===== config.mk =====
export PLATFORM = sky130hd
export DESIGN_NAME = fios_res_collector
export DESIGN_NICKNAME = d
export VERILOG_FILES = /design/src/rtl/fios_pkg.sv /design/src/rtl/fios_res_collector_limb_sub_borrow.sv /design/src/rtl/fios_res_collector.sv
export SDC_FILE = /design/constraint.sdc
export NUM_CORES = 1
export LEC_CHECK = 0
export ABC_AREA = 1
export BUFFER_PORTS_ARGS = -buffer_cell sky130_fd_sc_hd__buf_2
export CAP_MARGIN = 20
export CORE_ASPECT_RATIO = 0.9
export CORE_MARGIN = 3
export CORE_UTILIZATION = 46
export DETAILED_ROUTE_END_ITERATION = 6
export PLACE_DENSITY_LB_ADDON = 0.3
export SETUP_SLACK_MARGIN = 0.3
export SLEW_MARGIN = 10
export SYNTH_ARGS = -nofsm -noshare
export SYNTH_HDL_FRONTEND = slang
export SYNTH_HIERARCHICAL = 1
export SYNTH_SLANG_ARGS = --single-unit

===== constraint.sdc =====
create_clock -name clock_i -period 7.9 [get_ports clock_i]
set_input_delay 0.395 -clock clock_i [delete_from_list [all_inputs] [get_ports clock_i]]
set_output_delay 0.395 -clock clock_i [all_outputs]
set_load 0.02 [all_outputs]

===== src/rtl/fios_pkg.sv =====
// Shared types for the FIOS multiplier result path: limb width, limb type and
// the result-collector state encoding.
package fios_pkg;

  localparam int LIMB_W = 17;

  typedef enum logic [1:0] {IDLE, COLLECT, DONE} res_col_state_t;

  typedef logic [LIMB_W-1:0] limb_t;

endpackage


===== src/rtl/fios_res_collector_limb_sub_borrow.sv =====
// One limb of the serial conditional subtraction: {bout, diff} = a - b - bin,
// evaluated as an 18-bit subtraction so the top bit is the borrow out.
module limb_sub_borrow
  import fios_pkg::*;
(
  input  limb_t a,
  input  limb_t b,
  input  logic  bin,
  output limb_t diff,
  output logic  bout
);

  logic [LIMB_W:0] wide;

  assign wide = {1'b0, a} - {1'b0, b} - {{LIMB_W{1'b0}}, bin};
  assign diff = wide[LIMB_W-1:0];
  assign bout = wide[LIMB_W];

endmodule


===== src/rtl/fios_res_collector.sv =====
// Collects s serial result limbs (LS limb first) into a full word and hands it
// downstream over valid/ready; FIOS_RES_FINAL_SUB_EN adds the final R-p step.
module fios_res_collector
  import fios_pkg::*;
#(
  parameter int s      = 8,
  parameter int LIMB_W = 17
) (
  input  logic                clock_i,
  input  logic                reset_i,
  input  logic                start_i,
  input  logic [s*LIMB_W-1:0] p_i,
  input  logic                res_valid_i,
  input  logic [LIMB_W-1:0]   res_i,
  output logic [s*LIMB_W-1:0] result_o,
  output logic                valid_o,
  input  logic                ready_i,
  output logic                busy_o,
  output logic                err_o
);

  localparam int W     = s * LIMB_W;
  localparam int CNT_W = (s > 1) ? $clog2(s) : 1;

  res_col_state_t    state_q, state_d;
  logic [CNT_W-1:0]  cnt_q, cnt_d;
  logic [LIMB_W-1:0] r_q [s];
  logic [LIMB_W-1:0] r_d [s];
  logic [W-1:0]      result_q, result_d;
  logic              err_q, err_d;
  logic [W-1:0]      rFull;
  logic [W-1:0]      finalVal;
  logic              limbFire;
  logic              lastLimb;

  assign limbFire = (state_q == COLLECT) && res_valid_i;
  assign lastLimb = limbFire && (cnt_q == CNT_W'(s - 1));

  // Complete R as it will look once the limb on res_i is written (the last one).
  always_comb begin
    rFull = '0;
    for (int i = 0; i < s; i++) begin
      rFull[i*LIMB_W +: LIMB_W] = (i == s - 1) ? res_i : r_q[i];
    end
  end

`ifdef FIOS_RES_FINAL_SUB_EN
  logic [LIMB_W-1:0] p_q [s];
  logic [LIMB_W-1:0] p_d [s];
  logic [LIMB_W-1:0] d_q [s];
  logic [LIMB_W-1:0] d_d [s];
  logic              borrow_q, borrow_d;
  logic [LIMB_W-1:0] subDiff;
  logic              subBout;
  logic              startAcc;
  logic [W-1:0]      dFull;

  assign startAcc = start_i && ((state_q == IDLE) || ((state_q == DONE) && ready_i));

  limb_sub_borrow u_limb_sub_borrow (
    .a   (res_i),
    .b   (p_q[cnt_q]),
    .bin (borrow_q),
    .diff(subDiff),
    .bout(subBout)
  );

  always_comb begin
    p_d      = p_q;
    d_d      = d_q;
    borrow_d = borrow_q;
    if (startAcc) begin
      for (int i = 0; i < s; i++) p_d[i] = p_i[i*LIMB_W +: LIMB_W];
      borrow_d = 1'b0;
    end else if (limbFire) begin
      d_d[cnt_q] = subDiff;
      borrow_d   = subBout;
    end
  end

  // A borrow out of the top limb means R < p, so the unreduced R is kept.
  always_comb begin
    dFull = '0;
    for (int i = 0; i < s; i++) begin
      dFull[i*LIMB_W +: LIMB_W] = (i == s - 1) ? subDiff : d_q[i];
    end
    finalVal = subBout ? rFull : dFull;
  end

  always_ff @(posedge clock_i or posedge reset_i) begin
    if (reset_i) begin
      for (int i = 0; i < s; i++) begin
        p_q[i] <= '0;
        d_q[i] <= '0;
      end
      borrow_q <= 1'b0;
    end else begin
      p_q      <= p_d;
      d_q      <= d_d;
      borrow_q <= borrow_d;
    end
  end
`else
  logic unusedP;

  assign unusedP  = ^p_i;
  assign finalVal = rFull;
`endif

  always_comb begin
    state_d  = state_q;
    cnt_d    = cnt_q;
    r_d      = r_q;
    result_d = result_q;
    err_d    = err_q;
    unique case (state_q)
      IDLE: begin
        if (res_valid_i) err_d = 1'b1;
        if (start_i) begin
          state_d = COLLECT;
          cnt_d   = '0;
        end
      end
      COLLECT: begin
        if (start_i) err_d = 1'b1;
        if (res_valid_i) begin
          r_d[cnt_q] = res_i;
          if (lastLimb) begin
            cnt_d    = '0;
            state_d  = DONE;
            result_d = finalVal;
          end else begin
            cnt_d = cnt_q + 1'b1;
          end
        end
      end
      DONE: begin
        if (res_valid_i) err_d = 1'b1;
        if (ready_i) begin
          state_d = start_i ? COLLECT : IDLE;
          cnt_d   = '0;
        end else if (start_i) begin
          err_d = 1'b1;
        end
      end
      default: state_d = IDLE;
    endcase
  end

  always_ff @(posedge clock_i or posedge reset_i) begin
    if (reset_i) begin
      state_q  <= IDLE;
      cnt_q    <= '0;
      for (int i = 0; i < s; i++) r_q[i] <= '0;
      result_q <= '0;
      err_q    <= 1'b0;
    end else begin
      state_q  <= state_d;
      cnt_q    <= cnt_d;
      r_q      <= r_d;
      result_q <= result_d;
      err_q    <= err_d;
    end
  end

  assign result_o = result_q;
  assign valid_o  = (state_q == DONE);
  assign busy_o   = (state_q != IDLE);
  assign err_o    = err_q;

endmodule


After elaboration in Yosys (flattened, before gate mapping)
Index checks and enable logic that the tools add are counted.
Operators by class
  add/subtract/negate cells: 1
  $lt $le $gt $ge: 2
  equality and inequality tests: 8
  mux-type cells: 19
  bitwise logic cells: 1
  reduce and logical (&&, ||, !) cells: 11
Operators by type and width (count)
  $bwmux 136: 1
  $demux 17 s3: 1
  $mux 17: 1
  $mux 3: 4
  $pmux 3 s3: 1
  $mux 2: 4
  $ne 2x2->1 const B: 4
  $reduce_and 4->1: 2
  $pmux 2 s3: 1
  $mux 1: 5
  $ge 4x4->1 const B: 1
  $lt 4x1->1 const B: 1
  $not 3->4: 1
  $reduce_and 2->1: 2
  $add 3x1->3 const B: 1
  $eq 3x3->1 const B: 1
  $logic_and 1x1->1: 3
  $pmux 1 s3: 1
  $reduce_and 3->1: 1
  $reduce_bool 3->1: 1
  $eq 2x1->1 const B: 1
  $eq 2x2->1 const B: 1
  $logic_not 2->1: 1
  $ne 2x1->1 const B: 1
  $reduce_bool 2->1: 1
Storage, ports and cells
  flip-flop bits (word level): 278
  input port bits: 158
  word-level logic and storage cells: 54

Depth between registers and ports, before layout
Gate-level depths: netlist (run 1).
  word-level depth: 6
  mapped depth: 9

Worst setup path before layout (run 1)
No wires, ideal clock.
  kind: reg-to-reg
  from: register cnt_q[0]
  to: register result_q[123], in the netlist result_o[123]
  arrival time: 1.470 ns
  setup slack: 6.347 ns
  stages on the path, launching flop included: 9
  path buffers: 1
  period minus slack after synthesis: 1.553 ns
  cells stage by stage: dfrtp_1 -> ha_1 -> ha_1 -> inv_1 -> nor2_4 -> inv_2 -> clkbuf_1 -> nand2_1 -> o21ai_0
On the way
  longest elaborated chain between the ends: 3
RTL lines
  start: declaration: RTL line fios_res_collector.sv:26  | logic [CNT_W-1:0] cnt_q, cnt_d;
  start signal: assignment: RTL line fios_res_collector.sv:159  | cnt_q <= cnt_d;
  $eq 3x3->1: RTL line fios_res_collector.sv:37  | assign lastLimb = limbFire && (cnt_q == CNT_W'(s - 1));
  $logic_and 1x1->1: RTL line fios_res_collector.sv:37
  $reduce_and 3->1 (no line)
  end signal: assignment: RTL line fios_res_collector.sv:161  | result_q <= result_d;
  end: declaration: RTL line fios_res_collector.sv:29  | logic [W-1:0] result_q, result_d;
Every way passes these cells.
A chain may end at the register's enable or synchronous reset.

Final worst setup path (run 1)
Same ends and word-level chain as after synthesis.

==> impl_metrics.ini, run 1 <==
[job]
max_cap_violations = 0

[route]
wl_per_cell_um = 16.29
route.detailed.drc = 0
wl_um = 24120
dr_total_vias = 7243
first_pass_iters = 5
drtIter0Drc = 578
ant_nets = 0
via_per_inst = 4.894

[synth]
synth_top_family_by_area = simple AND/OR/NAND/NOR gates
synth-simple-area-share = 0.2081
synth_top_area_cell = dfrtp_1
synthDistinctLibCells = 21
synth.avg_cell_area_um2 = 9.759
ys_seq_area_frac = 0.6517
synth-edff-count = 0
netlist.area_leader.share = 0.6517
syn-num-nets = 1192
ys_async_sr_fraction = 1.000
yosys-top-cells-count = 506 x nand2_1, 261 x dfrtp_1, 65 x o21ai_0
yosysMostFrequentCell = nand2_1
syn_area_um2 = 10020
synthXorXnorAreaFrac = 0
ys_ff_latch = 261
yosys-top-cells-area = dfrtp_1 65%, nand2_1 19%, o21ai_0 3.2%, o21ai_1 2.9%, buf_6 2.2%
ys_warn_count = 6
syn_inst = 1027
synth-compound-area-share = 0.07878
synth-main-ff-cell = dfrtp_1
synth_fa_ha_area_frac = 0.008739
synthMuxAreaShare = 0

[floorplan]
die-area_um2 = 23600
die_w_um = 161.6
start_util = 0.4754
pin_count = 297
coreArea_um2 = 21080
rows = 50
die_y_um = 146.0

[layout]
ff_latch_area_um2 = 6531
final_cells = 1480
fin_area_um2 = 11810
multi_input_area_um2 = 2963
nets = 1337
fillers = 1926
drive_gt1_frac = 0.2045
area_delta_synth_final_pct = 17.83

[status]
failed_checks = negative hold slack
status = complete, but fails checks

[clock_network]
h-tree-depth = 1
numCtsBuffers = 27
cts_buffer_depth = 3
hold_buffers = 0
cts_resized = 0
clock_latency_ns = 0.53
clk_pin_slew_ns = 0.06
cts_num_sinks = 261
post_cts_buffers = 0
root_buffer = clkbuf_16
cts_tree = built

[global_route]
first_global_vias = 6845
grt_pass1_wl_um = 38400
antenna_found_initial = 0
grt_max_degree = 122
grt_overflow = 0
grt_util_all_layers = 0.2061

[setup_path]
rrSetupSlack_ns = 4.82
critPathCapture = result_o[123]
path_max_fanout = 85
crit_required_ns = 8.27
rr_worst_depth = 8
worstSetupEndpointType = flip-flop
crit_chain = ha_1, ha_1, inv_1, nor2_4, buf_4, inv_4, buf_4, o21ai_0
r2r-start = cnt_q[0]
worstSetupStartpointType = flip-flop
r2r_end = result_o[123]
startpoint = cnt_q[0]
critPathArrivalTime_ns = 3.45
critical_path_class = flip-flop to flip-flop
crit_path_max_incr_delay_ns = 0.70
slowest_stage = inv_4

[placed_design]
place_ws_ns = 4.760
hpwl_um = 14470
dp_cells = 1428
place_area_um2 = 10830
port_buffers = 160
place.gp.congestion = 0.7532

[sta]
fin_crit_sh = 0.3901
hold_violations = 5
setup-violations-final = 0
holdWs_ns = -0.03540
period_needed_ns = 3.082
rsz0062_at_grt = false
skew_ns = 0.01617
max_freq_mhz = 324.5
worst_slack_ns = 4.818
setup_tns_ns = 0
max_slew_margin = 0.3922
maxSlewViolCount = 0
tightest_slew_ns = 0.9118

[pwr]
power_density_nw_per_um2 = 285.2
vdd_drop_max_uv = 173.7
p_leak_nw = 6.686

[min_path]
hold_class = input pin to asynchronous set/reset pin
## worst min path at each step
stage,start,end,slack (ns)
6_report,reset_i,result_o[44],-0.04
5_1_grt,reset_i,result_o[44],0.06
4_1_cts,reset_i,result_o[44],0.04
3_5_place_dp,result_o[36],result_o[36],0.45
3_3_place_gp,result_o[13],result_o[13],0.45
2_1_floorplan,finalVal[0],result_o[0],0.45
## per-stage QoR
| stage | util | total power, W |
|---|---|---|
| final | 0.5601 | 0.003367 |
| after detailed placement | 0.5136 | 0.002053 |
| after global placement | 0.5136 | 0.002027 |
| after global routing | 0.5600 | 0.003546 |
| after floorplan | - | 0.001948 |
| after CTS | 0.5587 | 0.003393 |
## worst max-delay path: cells and delay by family (launching register included)
kind            cells  cell delay, ns
compound gates      1            0.20
buf+inv             4            1.77
simple gates        1            0.04
fa+ha+maj           2            0.43
flops               1            0.46
## cells in the final DEF, fill, tap and decap left out, types with 5 or more instances in the layout
cell type / netlist / final
buf_2: 11 / 160
buf_4: 13 / 5
clkbuf_1: 6 / 5
clkbuf_16: 0 / 27
clkbuf_8: 0 / 6
dfrtp_1: 261 / 261
ha_1: 7 / 7
inv_1: 32 / 31
nand2_1: 506 / 506
nand3_1: 7 / 7
o21ai_0: 65 / 65
o21ai_1: 59 / 59
o21ai_2: 17 / 17
## flip-flops by register name, indices dropped and copies added (netlist names)
register and cells:
state_q 2, finalVal 119, cnt_q 3, err_o 1, result_o 136
## final cells by class
class / count / area share
clock buffers: 38 / 0.06580
inverters: 34 / 0.01166
diodes: 1 / 0.0002119
flip-flops and latches: 261 / 0.5531
multi-input cells: 682 / 0.2509
well taps: 286 / 0.03030
clock inverters: 12 / 0.01473
repair buffers: 166 / 0.07332
## power by group
part / switching [W] / internal [W]
clock network: 0.000523 / 0.000818
registers: 0.000110 / 0.00153
logic: 0.000250 / 0.000136
total: 0.000883 / 0.00248
## cells by family (layout without fill, tap and decap cells)
group                      Yosys count  after routing
and+or+nand+nor                    530            530
DFF                                261            261
AOI/OAI and AO/OA                  145            145
buffers and inverters               84            250
adders and majority gates            7              7
other                                0              1
## per-layer routing
metal,routed length [µm],up-vias,global-route usage
li1,-,3499,-
met1,11350,3506,0.3061
met2,10370,200,0.3082
met3,1750,38,0.04709
met4,649,0,0.05505
met5,0,-,0
(Power assumes the default switching activity.)
==> run 2: changes to the inputs <==
==> constraint.sdc (replaced) <==
create_clock -name clock_i -period 2.8 [get_ports clock_i]
set_input_delay 0.14 -clock clock_i [delete_from_list [all_inputs] [get_ports clock_i]]
set_output_delay 0.14 -clock clock_i [all_outputs]
set_load 0.02 [all_outputs]
==> impl_metrics.ini, run 2 (synthesized netlist as in run 1, its figures left out) <==
[route]
dr_total_vias = 7160
drtIter0Drc = 644
ant_nets = 0
wl_per_cell_um = 16.24
via_per_inst = 4.825
first_pass_iters = 4
wl_um = 24110
route.detailed.drc = 0

[pwr]
switchingPower_w = 0.002452
pwr-share-clk = 0.386
swShare = 0.2625
vdd_drop_max_uv = 361.4
p_seq_frac = 0.496
p_leak_nw = 6.710
p_comb_frac = 0.118
p_int_w = 0.006889
power_density_nw_per_um2 = 787.2

[layout]
mostFrequentLayoutCells = 506 x nand2_1, 261 x dfrtp_1, 160 x buf_2
final_common_cell = nand2_1
post-route-util = 0.5628
drive_gt1_frac = 0.2053
antennaDiodeCount = 0
largest_reg_flops = 136
ff_latch_area_um2 = 6531
multi_input_area_um2 = 2963
nets = 1345
fillers = 1956
area_delta_synth_final_pct = 18.40

[global_route]
gr-usage-met2 = 0.3200
grt-busiest-layer = met2
grt_max_degree = 120
grt_util_all_layers = 0.2034
met3_usage = 0.05050
first_global_vias = 6874
grt_overflow = 0
antenna_found_initial = 0
grtUsageMet1 = 0.2939
grt_pass1_wl_um = 38010

[sta]
hold_violations = 0
max_freq_mhz = 487.0
tightest_slew_ns = 0.8257
rsz0062_at_grt = false
fin_crit_sh = 0.7333
holdWs_ns = 0.02002
skew_ns = 0.01225
setup-violations-final = 0
maxSlewViolCount = 0
period_needed_ns = 2.053
max_slew_margin = 0.4484

[setup_path]
crit_buf_inv = 3
critical_path_class = flip-flop to flip-flop
worstSetupEndpointType = flip-flop
cp.depth = 8
rr_worst_depth = 8
crit_chain = ha_1, ha_1, inv_1, nor2_4, inv_4, buf_4, nand2_1, nand2_1
startpoint = cnt_q[0]
worstSetupStartpointType = flip-flop
crit_family = buffers and inverters
crit_path_max_incr_delay_ns = 0.46
critPathArrivalTime_ns = 2.51
r2r_end = result_o[3]
rrSetupSlack_ns = 0.75
critPathCapture = result_o[3]
r2r-start = cnt_q[0]
path_max_fanout = 46
crit_required_ns = 3.25
slowest_stage = dfrtp_1

[min_path]
hold_class = input pin to flip-flop

[placed_design]
port_buffers = 160
hpwl_um = 14730
place.gp.congestion = 0.7362

[clock_network]
clock_latency_ns = 0.52
cts_num_sinks = 261
clk_pin_slew_ns = 0.06
root_buffer = clkbuf_16
numCtsBuffers = 27
cts_resized = 0
h-tree-depth = 1
cts_tree = built
post_cts_buffers = 0
cts_buffer_depth = 3

[floorplan]
die-area_um2 = 23600
die_w_um = 161.6
coreArea_um2 = 21080
rows = 50
pin_count = 297
die_y_um = 146.0
start_util = 0.4754

[status]
status = completed

[job]
max_cap_violations = 0
-- run 2: power by group through the flow --
stage	combinational [W]	clock, W	sequential [W]
after global routing	0.00130	0.00381	0.00470
after global placement	0.00106	0	0.00467
final	0.00110	0.00360	0.00463
after floorplan	0.000850	0	0.00465
after CTS	0.00113	0.00367	0.00463
after detailed placement	0.00111	0	0.00469
-- run 2: tightest hold or removal path, delay by kind of cell --
family          cells  cell delay [ns]
simple gates        3             0.18
buf+inv             1             0.10
compound gates      1             0.06
-- run 2: per-layer routing --
layer | vias to the layer above | share of wire
li1 | 3513 | -
met1 | 3425 | 0.47
met2 | 193 | 0.45
met3 | 29 | 0.068
met4 | 0 | 0.016
met5 | - | 0
-- run 2: what timing repair did --
item / CTS / global route
endpoints found under the hold margin: 28 / 0
hold buffers: 3 / 0
endpoints found under the setup margin: 0 / 0
-- run 2: cell type report --
| class | instances | area share |
|---|---|---|
| clock buffer | 37 | 0.06432 |
| clock inverter | 10 | 0.01086 |
| inverter | 34 | 0.01128 |
| multi-input combinational | 682 | 0.2497 |
| sequential | 261 | 0.5504 |
| tap | 286 | 0.03016 |
| timing repair buffer | 174 | 0.08330 |
-- run 2: worst min path at each step --
stage | from | to | slack (ns) | depth (start not counted)
final | start_i | state_q[0] | 0.02 | 5
after global routing | start_i | state_q[0] | 0.06 | 5
after CTS | start_i | state_q[0] | 0.004 | 5
after detailed placement | reset_i | result_o[46] | 0.34 | 2
after global placement | reset_i | result_o[46] | 0.32 | 2
after floorplan | res_valid_i | err_o | 0.37 | 4
-- run 2: per-stage QoR --
| step | std cells | area, µm² | setup slack (ns) | total power [W] | TNS, ns |
|---|---|---|---|---|---|
| 5_1_grt | 1484 | 11870 | 0.5825 | 0.009816 | 0 |
| 6_report | 1484 | 11870 | 0.7468 | 0.009341 | 0 |
| 4_1_cts | 1484 | 11870 | 0.7177 | 0.009429 | 0 |
| 3_5_place_dp | 1434 | 10940 | 0.7411 | 0.005798 | 0 |
| 2_1_floorplan | 1027 | 10030 | -0.7816 | 0.005496 | -203.99 |
| 3_3_place_gp | 1434 | 10940 | 0.7684 | 0.005733 | 0 |
